--- config.mk ---
export PLATFORM = sky130hd
export DESIGN_NAME = mem_arbiter
export DESIGN_NICKNAME = d
export VERILOG_FILES = /design/src/rtl/mem_arb_pkg.sv /design/src/rtl/rr_arbiter.sv /design/src/rtl/mem_arbiter.sv
export SDC_FILE = /design/constraint.sdc
export NUM_CORES = 1
export LEC_CHECK = 0
export CAP_MARGIN = 0
export CORE_MARGIN = 2
export CORE_UTILIZATION = 39
export DETAILED_ROUTE_END_ITERATION = 10
export PLACE_DENSITY = 0.8
export SETUP_SLACK_MARGIN = 0.4
export SLEW_MARGIN = 25
export SYNTH_ARGS = -nofsm -noshare
export SYNTH_HDL_FRONTEND = slang
export SYNTH_HIERARCHICAL = 1
export SYNTH_SLANG_ARGS = --single-unit
--- constraint.sdc ---
create_clock -name clk -period 2.2 [get_ports clk]
set_clock_uncertainty 0.1 [all_clocks]
set_input_delay 0.33 -clock clk [delete_from_list [all_inputs] [get_ports clk]]
set_output_delay 0.33 -clock clk [all_outputs]
set_load 0.01 [all_outputs]
--- src/rtl/mem_arb_pkg.sv ---
// Shared definitions for the memory arbiter: FSM state encodings, word size
// and a constant-evaluable clog2 helper.
package mem_arb_pkg;

  typedef enum logic [2:0] {
    IDLE,
    FILL,
    DRAIN,
    WRITE,
    WWAIT
  } arb_state_t;

  localparam int unsigned WORD_BYTES = 2;

  function automatic int unsigned clog2(input int unsigned v);
    int unsigned r;
    r = 0;
    for (int unsigned i = 0; i < 32; i++) begin
      if ((64'd1 << i) < 64'(v)) r = i + 1;
    end
    return r;
  endfunction

endpackage

--- src/rtl/rr_arbiter.sv ---
// Combinational round-robin pick: first requester at or after the pointer,
// wrapping at NUM_PORTS; returns one-hot winner, its index and a valid flag.
module rr_arbiter #(
  parameter int unsigned NUM_PORTS = 2,
  parameter int unsigned PTR_W     = 1
) (
  input  logic [NUM_PORTS-1:0] req,
  input  logic [PTR_W-1:0]     ptr,
  output logic [NUM_PORTS-1:0] grant,
  output logic [PTR_W-1:0]     idx,
  output logic                 valid
);

  int unsigned cand;

  always_comb begin
    grant = '0;
    idx   = '0;
    valid = 1'b0;
    cand  = 0;
    for (int unsigned i = 0; i < NUM_PORTS; i++) begin
      cand = (32'(ptr) + i) % NUM_PORTS;
      for (int unsigned j = 0; j < NUM_PORTS; j++) begin
        if (j == cand && !valid && req[j]) begin
          grant[j] = 1'b1;
          idx      = PTR_W'(j);
          valid    = 1'b1;
        end
      end
    end
  end

endmodule

--- src/rtl/mem_arbiter.sv ---
// Round-robin arbiter and block-transfer engine between cache clients and one
// multi-cycle memory. Define CRIT_WORD_FIRST_EN for critical-word-first fills.
module mem_arbiter
  import mem_arb_pkg::*;
#(
  parameter int unsigned NUM_PORTS       = 2,
  parameter int unsigned ADDR_W          = 16,
  parameter int unsigned DATA_W          = 16,
  parameter int unsigned WORDS_PER_BLOCK = 8,
  parameter int unsigned MEM_LAT         = 4
) (
  input  logic                                 clk,
  input  logic                                 rst,
  input  logic [NUM_PORTS-1:0]                 req,
  input  logic [NUM_PORTS-1:0]                 wr,
  input  logic [NUM_PORTS*ADDR_W-1:0]          addr,
  input  logic [NUM_PORTS*DATA_W-1:0]          wdata,
  output logic [NUM_PORTS-1:0]                 gnt,
  output logic [NUM_PORTS-1:0]                 rvalid,
  output logic [DATA_W-1:0]                    rdata,
  output logic [clog2(WORDS_PER_BLOCK)-1:0]    rword,
  output logic [NUM_PORTS-1:0]                 done,
  output logic                                 mem_enable,
  output logic                                 mem_wr,
  output logic [ADDR_W-1:0]                    mem_addr,
  output logic [DATA_W-1:0]                    mem_wdata,
  input  logic [DATA_W-1:0]                    mem_rdata,
  input  logic                                 mem_data_valid
);

  localparam int unsigned IDX_W = clog2(WORDS_PER_BLOCK);
  localparam int unsigned CNT_W = IDX_W + 1;
  localparam int unsigned OFF_W = IDX_W + clog2(WORD_BYTES);
  localparam int unsigned PTR_W = (NUM_PORTS > 1) ? clog2(NUM_PORTS) : 1;
  localparam int unsigned LAT_W = clog2(MEM_LAT + 1);
  localparam logic [CNT_W-1:0]  LAST     = CNT_W'(WORDS_PER_BLOCK - 1);
  localparam logic [LAT_W-1:0]  WW_LAST  = LAT_W'((MEM_LAT > 1) ? MEM_LAT - 2 : 0);
  localparam logic [ADDR_W-1:0] OFF_MASK = ADDR_W'((64'd1 << OFF_W) - 1);

  arb_state_t state_q, state_d;
  logic [NUM_PORTS-1:0] gnt_q, win_oh;
  logic [PTR_W-1:0]     ptr_q, win_idx;
  logic                 win_valid;
  logic [ADDR_W-1:0]    addr_q, sel_addr, blk_base;
  logic [DATA_W-1:0]    wdata_q, sel_wdata;
  logic                 sel_wr;
  logic [IDX_W-1:0]     start_q, start_d, iss_word, ret_word;
  logic [CNT_W-1:0]     icnt_q, rcnt_q;
  logic [LAT_W-1:0]     wcnt_q;
  logic                 fill_act, ret, last_ret, last_iss, wr_done;

  rr_arbiter #(
    .NUM_PORTS (NUM_PORTS),
    .PTR_W     (PTR_W)
  ) u_rr (
    .req   (req),
    .ptr   (ptr_q),
    .grant (win_oh),
    .idx   (win_idx),
    .valid (win_valid)
  );

  always_comb begin : port_mux
    sel_addr  = '0;
    sel_wdata = '0;
    sel_wr    = 1'b0;
    for (int unsigned p = 0; p < NUM_PORTS; p++) begin
      if (win_oh[p]) begin
        sel_addr  = addr[p*ADDR_W +: ADDR_W];
        sel_wdata = wdata[p*DATA_W +: DATA_W];
        sel_wr    = wr[p];
      end
    end
  end

`ifdef CRIT_WORD_FIRST_EN
  assign start_d = sel_addr[OFF_W-1 -: IDX_W];
`else
  assign start_d = '0;
`endif

  // Word indices wrap naturally inside IDX_W bits, keeping fills within the block.
  assign iss_word = start_q + icnt_q[IDX_W-1:0];
  assign ret_word = start_q + rcnt_q[IDX_W-1:0];
  assign blk_base = addr_q & ~OFF_MASK;

  assign fill_act = (state_q == FILL) || (state_q == DRAIN);
  assign ret      = fill_act && mem_data_valid;
  assign last_ret = ret && (rcnt_q == LAST);
  assign last_iss = (state_q == FILL) && (icnt_q == LAST);
  assign wr_done  = ((state_q == WRITE) && (MEM_LAT == 1)) ||
                    ((state_q == WWAIT) && (wcnt_q == WW_LAST));

  always_comb begin : fsm_next
    state_d = state_q;
    unique case (state_q)
      IDLE:    if (win_valid) state_d = sel_wr ? WRITE : FILL;
      FILL:    if (last_iss) state_d = last_ret ? IDLE : DRAIN;
      DRAIN:   if (last_ret) state_d = IDLE;
      WRITE:   state_d = (MEM_LAT > 1) ? WWAIT : IDLE;
      WWAIT:   if (wcnt_q == WW_LAST) state_d = IDLE;
      default: state_d = IDLE;
    endcase
  end

  always_comb begin : mem_drive
    mem_enable = 1'b0;
    mem_wr     = 1'b0;
    mem_addr   = '0;
    mem_wdata  = '0;
    case (state_q)
      FILL: begin
        mem_enable = 1'b1;
        mem_addr   = blk_base + ADDR_W'(iss_word) * ADDR_W'(WORD_BYTES);
      end
      WRITE: begin
        mem_enable = 1'b1;
        mem_wr     = 1'b1;
        mem_addr   = addr_q;
        mem_wdata  = wdata_q;
      end
      default: ;
    endcase
  end

  assign gnt    = gnt_q;
  assign rvalid = ret ? gnt_q : '0;
  assign rdata  = ret ? mem_rdata : '0;
  assign rword  = ret ? ret_word : '0;
  assign done   = (last_ret || wr_done) ? gnt_q : '0;

  always_ff @(posedge clk) begin
    if (rst) begin
      state_q <= IDLE;
      gnt_q   <= '0;
      ptr_q   <= '0;
      addr_q  <= '0;
      wdata_q <= '0;
      start_q <= '0;
      icnt_q  <= '0;
      rcnt_q  <= '0;
      wcnt_q  <= '0;
    end else begin
      state_q <= state_d;
      if (state_d == IDLE) gnt_q <= '0;
      case (state_q)
        IDLE: begin
          if (win_valid) begin
            gnt_q   <= win_oh;
            ptr_q   <= (win_idx == PTR_W'(NUM_PORTS - 1)) ? '0 : win_idx + PTR_W'(1);
            addr_q  <= sel_addr;
            wdata_q <= sel_wdata;
            start_q <= start_d;
            icnt_q  <= '0;
            rcnt_q  <= '0;
            wcnt_q  <= '0;
          end
        end
        FILL: begin
          icnt_q <= icnt_q + CNT_W'(1);
          if (ret) rcnt_q <= rcnt_q + CNT_W'(1);
        end
        DRAIN:   if (ret) rcnt_q <= rcnt_q + CNT_W'(1);
        WWAIT:   wcnt_q <= wcnt_q + LAT_W'(1);
        default: ;
      endcase
    end
  end

endmodule

==> metrics <==
height of the chip 87.6 um; Die X 87.6 um; minimum clock period between 2 and 2.5 ns; number of buffers inserted during clock tree synthesis 5; cell at the root of the clock tree sky130_fd_sc_hd__clkbuf_8; DR pass1 iterations 4; kind of critical path flop to primary output; LEAKAGE 2.26 nW; net count of the mapped netlist 411; final worst setup slack about 0.14 ns; most area-consuming cells after synthesis sky130_fd_sc_hd__dfxtp_1, sky130_fd_sc_hd__a221oi_2, sky130_fd_sc_hd__and2_1, sky130_fd_sc_hd__nor2_1, sky130_fd_sc_hd__nor3_1; maximum number of pins on one net before global-route repair 40; gpl congestion between 0.8 and 0.9; Total Routed Length approximately 11000 um; VDD IR max roughly 0.00039 V; global routing usage summed across all routing layers 0.227; standard cell core area just under 0.007 mm^2; overall die area 0.00767 mm^2; clock-pin slew reported for the worst setup and hold paths after clock tree synthesis ~0.09 ns; cell type group with the largest total delay on the critical path buffers and inverters; final hold vios 0; share of flip-flops with an asynchronous set or reset 0; worst reg2reg setup slack around 0.18 ns; fmax a little under 500 MHz; reg-to-reg critical path endpoint addr_q[14]; deepest clock path buffer count 2; portion of total power attributed to combinational logic 0.471; effective utilization at floorplan 0.403; total of buffers placed on input and output ports 145; initial antenna violation count 0; final std cells w/o fill 584; maximum level of the CTS H-tree 2; net switching share of the total power 0.329; fin. max-slew vios 0; area added between synthesis and finish 103%; Vias 3257; critical path launch point state_q[0]; internal power contribution 2.21 mW; diode insertion count for antenna repair 0; startpoint of the most critical hold path rst; number of cells on the worst reg-to-reg path 7; biggest area consumer among synthesized cells sky130_fd_sc_hd__dfxtp_1; final period utilization 0.938; final number of setup-violating endpoints 0; post-detailed-route count of antenna-violating nets 0; run status finished clean; fraction of layout cells with a size suffix above 1 0.456; drt first-iter violations between 150 and 200; reported max-cap violation count 0; clock latency reported for the late side of the worst-skew pair roughly 0.32 ns; num rows 30; half-perimeter wire length after placement roughly 6000 um; Worst EP arrival about 1.6 ns; CP max-delay cell sky130_fd_sc_hd__dfxtp_4; dpl cells approximately 550; flop and latch count out of synthesis 49; share of the synthesized area in the top cell type 0.360; number of distinct library cells after synthesis 39; reg-to-reg startpoint state_q[1]; Worst Hold Endpoint rcnt_q[0]; FILL cells 417; Cells on Worst Hold Path 2; gate count of the mapped netlist 320; area occupied by registers 992 um^2; setup_tns 0 ns; Cell Chain, Critical Path buf_4, buf_6, nor3b_4, a31oi_2, nor2b_1, buf_2; sequential area share after synthesis 0.360; endpoint class of the critical path primary output; total area of multi-input combinational cells around 0.0021 mm^2; P_sw 1.08 mW; DRC viols 0; Yosys warning total 6; total power about 3.3 mW; highest cell delay on the worst timing path between 0.3 and 0.4 ns; Avg Cell Area, Syn roughly 8.5 um^2; most frequently used flop master after synthesis sky130_fd_sc_hd__dfxtp_1; first-pass GRT wire length about 14000 um; slew at the pin closest to its max-slew limit 0.635 ns; overflow left after global routing 0; setup repair after global routing missed its margin true; number of primary I/O pins approximately 150; pre-CTS setup slack -0.254 ns; vias in the first global route around 3000; combined area of all synthesized cells 0.00272 mm^2; Power per Cell Area 595 mW/mm^2; clock net sink count 49; Hold WC Path Type primary input to flop; sequential share of power 0.325; number of buffer and inverter instances along the worst setup path 3; final routed wire length divided by cell count between 15 and 20 um; startpoint type of the worst setup path flop; CTS tree yes; number of enable-type register cells in the synthesized netlist 0; share of power burned in the clock network 0.204; required time at the worst-slack endpoint between 1.5 and 2 ns; final worst hold slack between 0.2 and 0.3 ns; net count of the finished layout between 500 and 600; via density per instance roughly 5.6; tightest slew margin relative to the limit 0.576; CP max FO 4
cell usage after synthesis (all sizes together), types with 2 or more instances:
library cell / n
ha: 4
a211oi: 2
nand3: 2
nor3b: 2
buf: 13
o22a: 2
inv: 6
nand2b: 4
a21oi: 7
nand3b: 3
nor2: 50
a21boi: 3
a22oi: 3
a32o: 2
nor2b: 4
a221oi: 31
mux2i: 7
clkbuf: 16
xnor2: 2
nor3: 37
dfxtp: 49
o21ai: 4
and3: 17
nand2: 7
and2: 33
power by group through the flow:
stage	clock (mW)	combinational, mW	sequential (mW)
after CTS	0.665	1.12	1.05
after global routing	0.707	1.64	1.08
after global placement	0	0.989	1.07
after floorplan	0	0.527	1.06
final	0.669	1.55	1.07
after detailed placement	0	1.01	1.07
area by class of cell:
class | instances | area share
inverters | 6 | 0.00747
clock inverters | 3 | 0.00838
flip-flops and latches | 49 | 0.180
well taps | 80 | 0.0181
repair buffers | 205 | 0.401
clock buffers | 5 | 0.0125
multi-input cells | 236 | 0.373
layout by cell type (no fill, tap or decap), types with 2 or more instances in the layout:
cell type / n
sky130_fd_sc_hd__a221oi_2: 20
sky130_fd_sc_hd__clkbuf_16: 8
sky130_fd_sc_hd__clkbuf_8: 5
sky130_fd_sc_hd__nand2_1: 7
sky130_fd_sc_hd__clkdlybuf4s50_1: 86
sky130_fd_sc_hd__mux2i_1: 7
sky130_fd_sc_hd__buf_12: 7
sky130_fd_sc_hd__and3_4: 16
sky130_fd_sc_hd__nand2b_1: 3
sky130_fd_sc_hd__buf_2: 11
sky130_fd_sc_hd__and2_4: 30
sky130_fd_sc_hd__o21ai_0: 2
sky130_fd_sc_hd__nor3_1: 29
sky130_fd_sc_hd__a221oi_4: 10
sky130_fd_sc_hd__a22oi_1: 2
sky130_fd_sc_hd__dfxtp_1: 46
sky130_fd_sc_hd__inv_1: 4
sky130_fd_sc_hd__nand3_1: 2
sky130_fd_sc_hd__dfxtp_4: 3
sky130_fd_sc_hd__buf_4: 25
sky130_fd_sc_hd__nor3_2: 8
sky130_fd_sc_hd__a32o_1: 2
sky130_fd_sc_hd__a21oi_1: 7
sky130_fd_sc_hd__clkinv_4: 2
sky130_fd_sc_hd__o22a_1: 2
sky130_fd_sc_hd__ha_1: 3
sky130_fd_sc_hd__and2_1: 3
sky130_fd_sc_hd__nor2b_1: 3
sky130_fd_sc_hd__nand3b_1: 3
sky130_fd_sc_hd__nor2_1: 49
sky130_fd_sc_hd__buf_6: 64
sky130_fd_sc_hd__buf_8: 2
sky130_fd_sc_hd__o21ai_1: 2
cell families (layout without fill, tap and decap cells):
kind of cell,Yosys count,count (layout),share of synthesized area
AOI/OAI and AO/OA,59,59,0.217
xor gates and xnor gates,2,2,0.00643
adders and majority gates,4,4,0.0184
buffers and inverters,35,219,0.0542
DFF,49,49,0.360
muxes,7,7,0.0257
and+or+nand+nor,164,164,0.318
worst reg2reg max path, delay by kind of cell (launching register included):
family	cells	cell delay, ns
buf+inv	4	0.72
simple gates	2	0.45
flops	1	0.37
compound gates	1	0.25
how the worst max path moves through the flow:
stage / to / slack (ns) / depth (start not counted)
3_5_place_dp: rdata[7] / -0.25 / 7
6_report: done[0] / 0.14 / 6
2_1_floorplan: done[0] / 0.44 / 5
4_1_cts: rdata[7] / 0.18 / 6
5_1_grt: done[0] / 0.08 / 6
3_3_place_gp: done[0] / -0.24 / 6
flip-flops by register name, summed over array words and instances, names as in the netlist:
| name | cells |
|---|---|
| addr_q | 16 |
| wdata_q | 16 |
| icnt_q | 4 |
| rcnt_q | 4 |
| state_q | 3 |
| wcnt_q | 3 |
| gnt | 2 |
| ptr_q | 1 |
repair_timing:
item	4_1_cts	5_1_grt
resized for setup	247	160
hold endpoints to repair	0	0
hold buffers	0	0
cloned	3	10
setup endpoints to repair	60	101
pin swaps	19	40
setup buffers	10	6
metal layers:
layer	track usage	up-vias	routed length [um]
met4	0.0643	0	202
met2	0.420	153	5760
met3	0.0669	20	840
met1	0.249	1562	4160
met5	0	-	0
li1	-	1522	-
stage by stage:
stage	instance area, um^2	util
2_1_floorplan	2720	-
4_1_cts	4790	0.709
6_report	5530	0.818
3_5_place_dp	4460	0.660
3_3_place_gp	4460	0.660
5_1_grt	5530	0.818
Power figures use the tool's default switching activity.
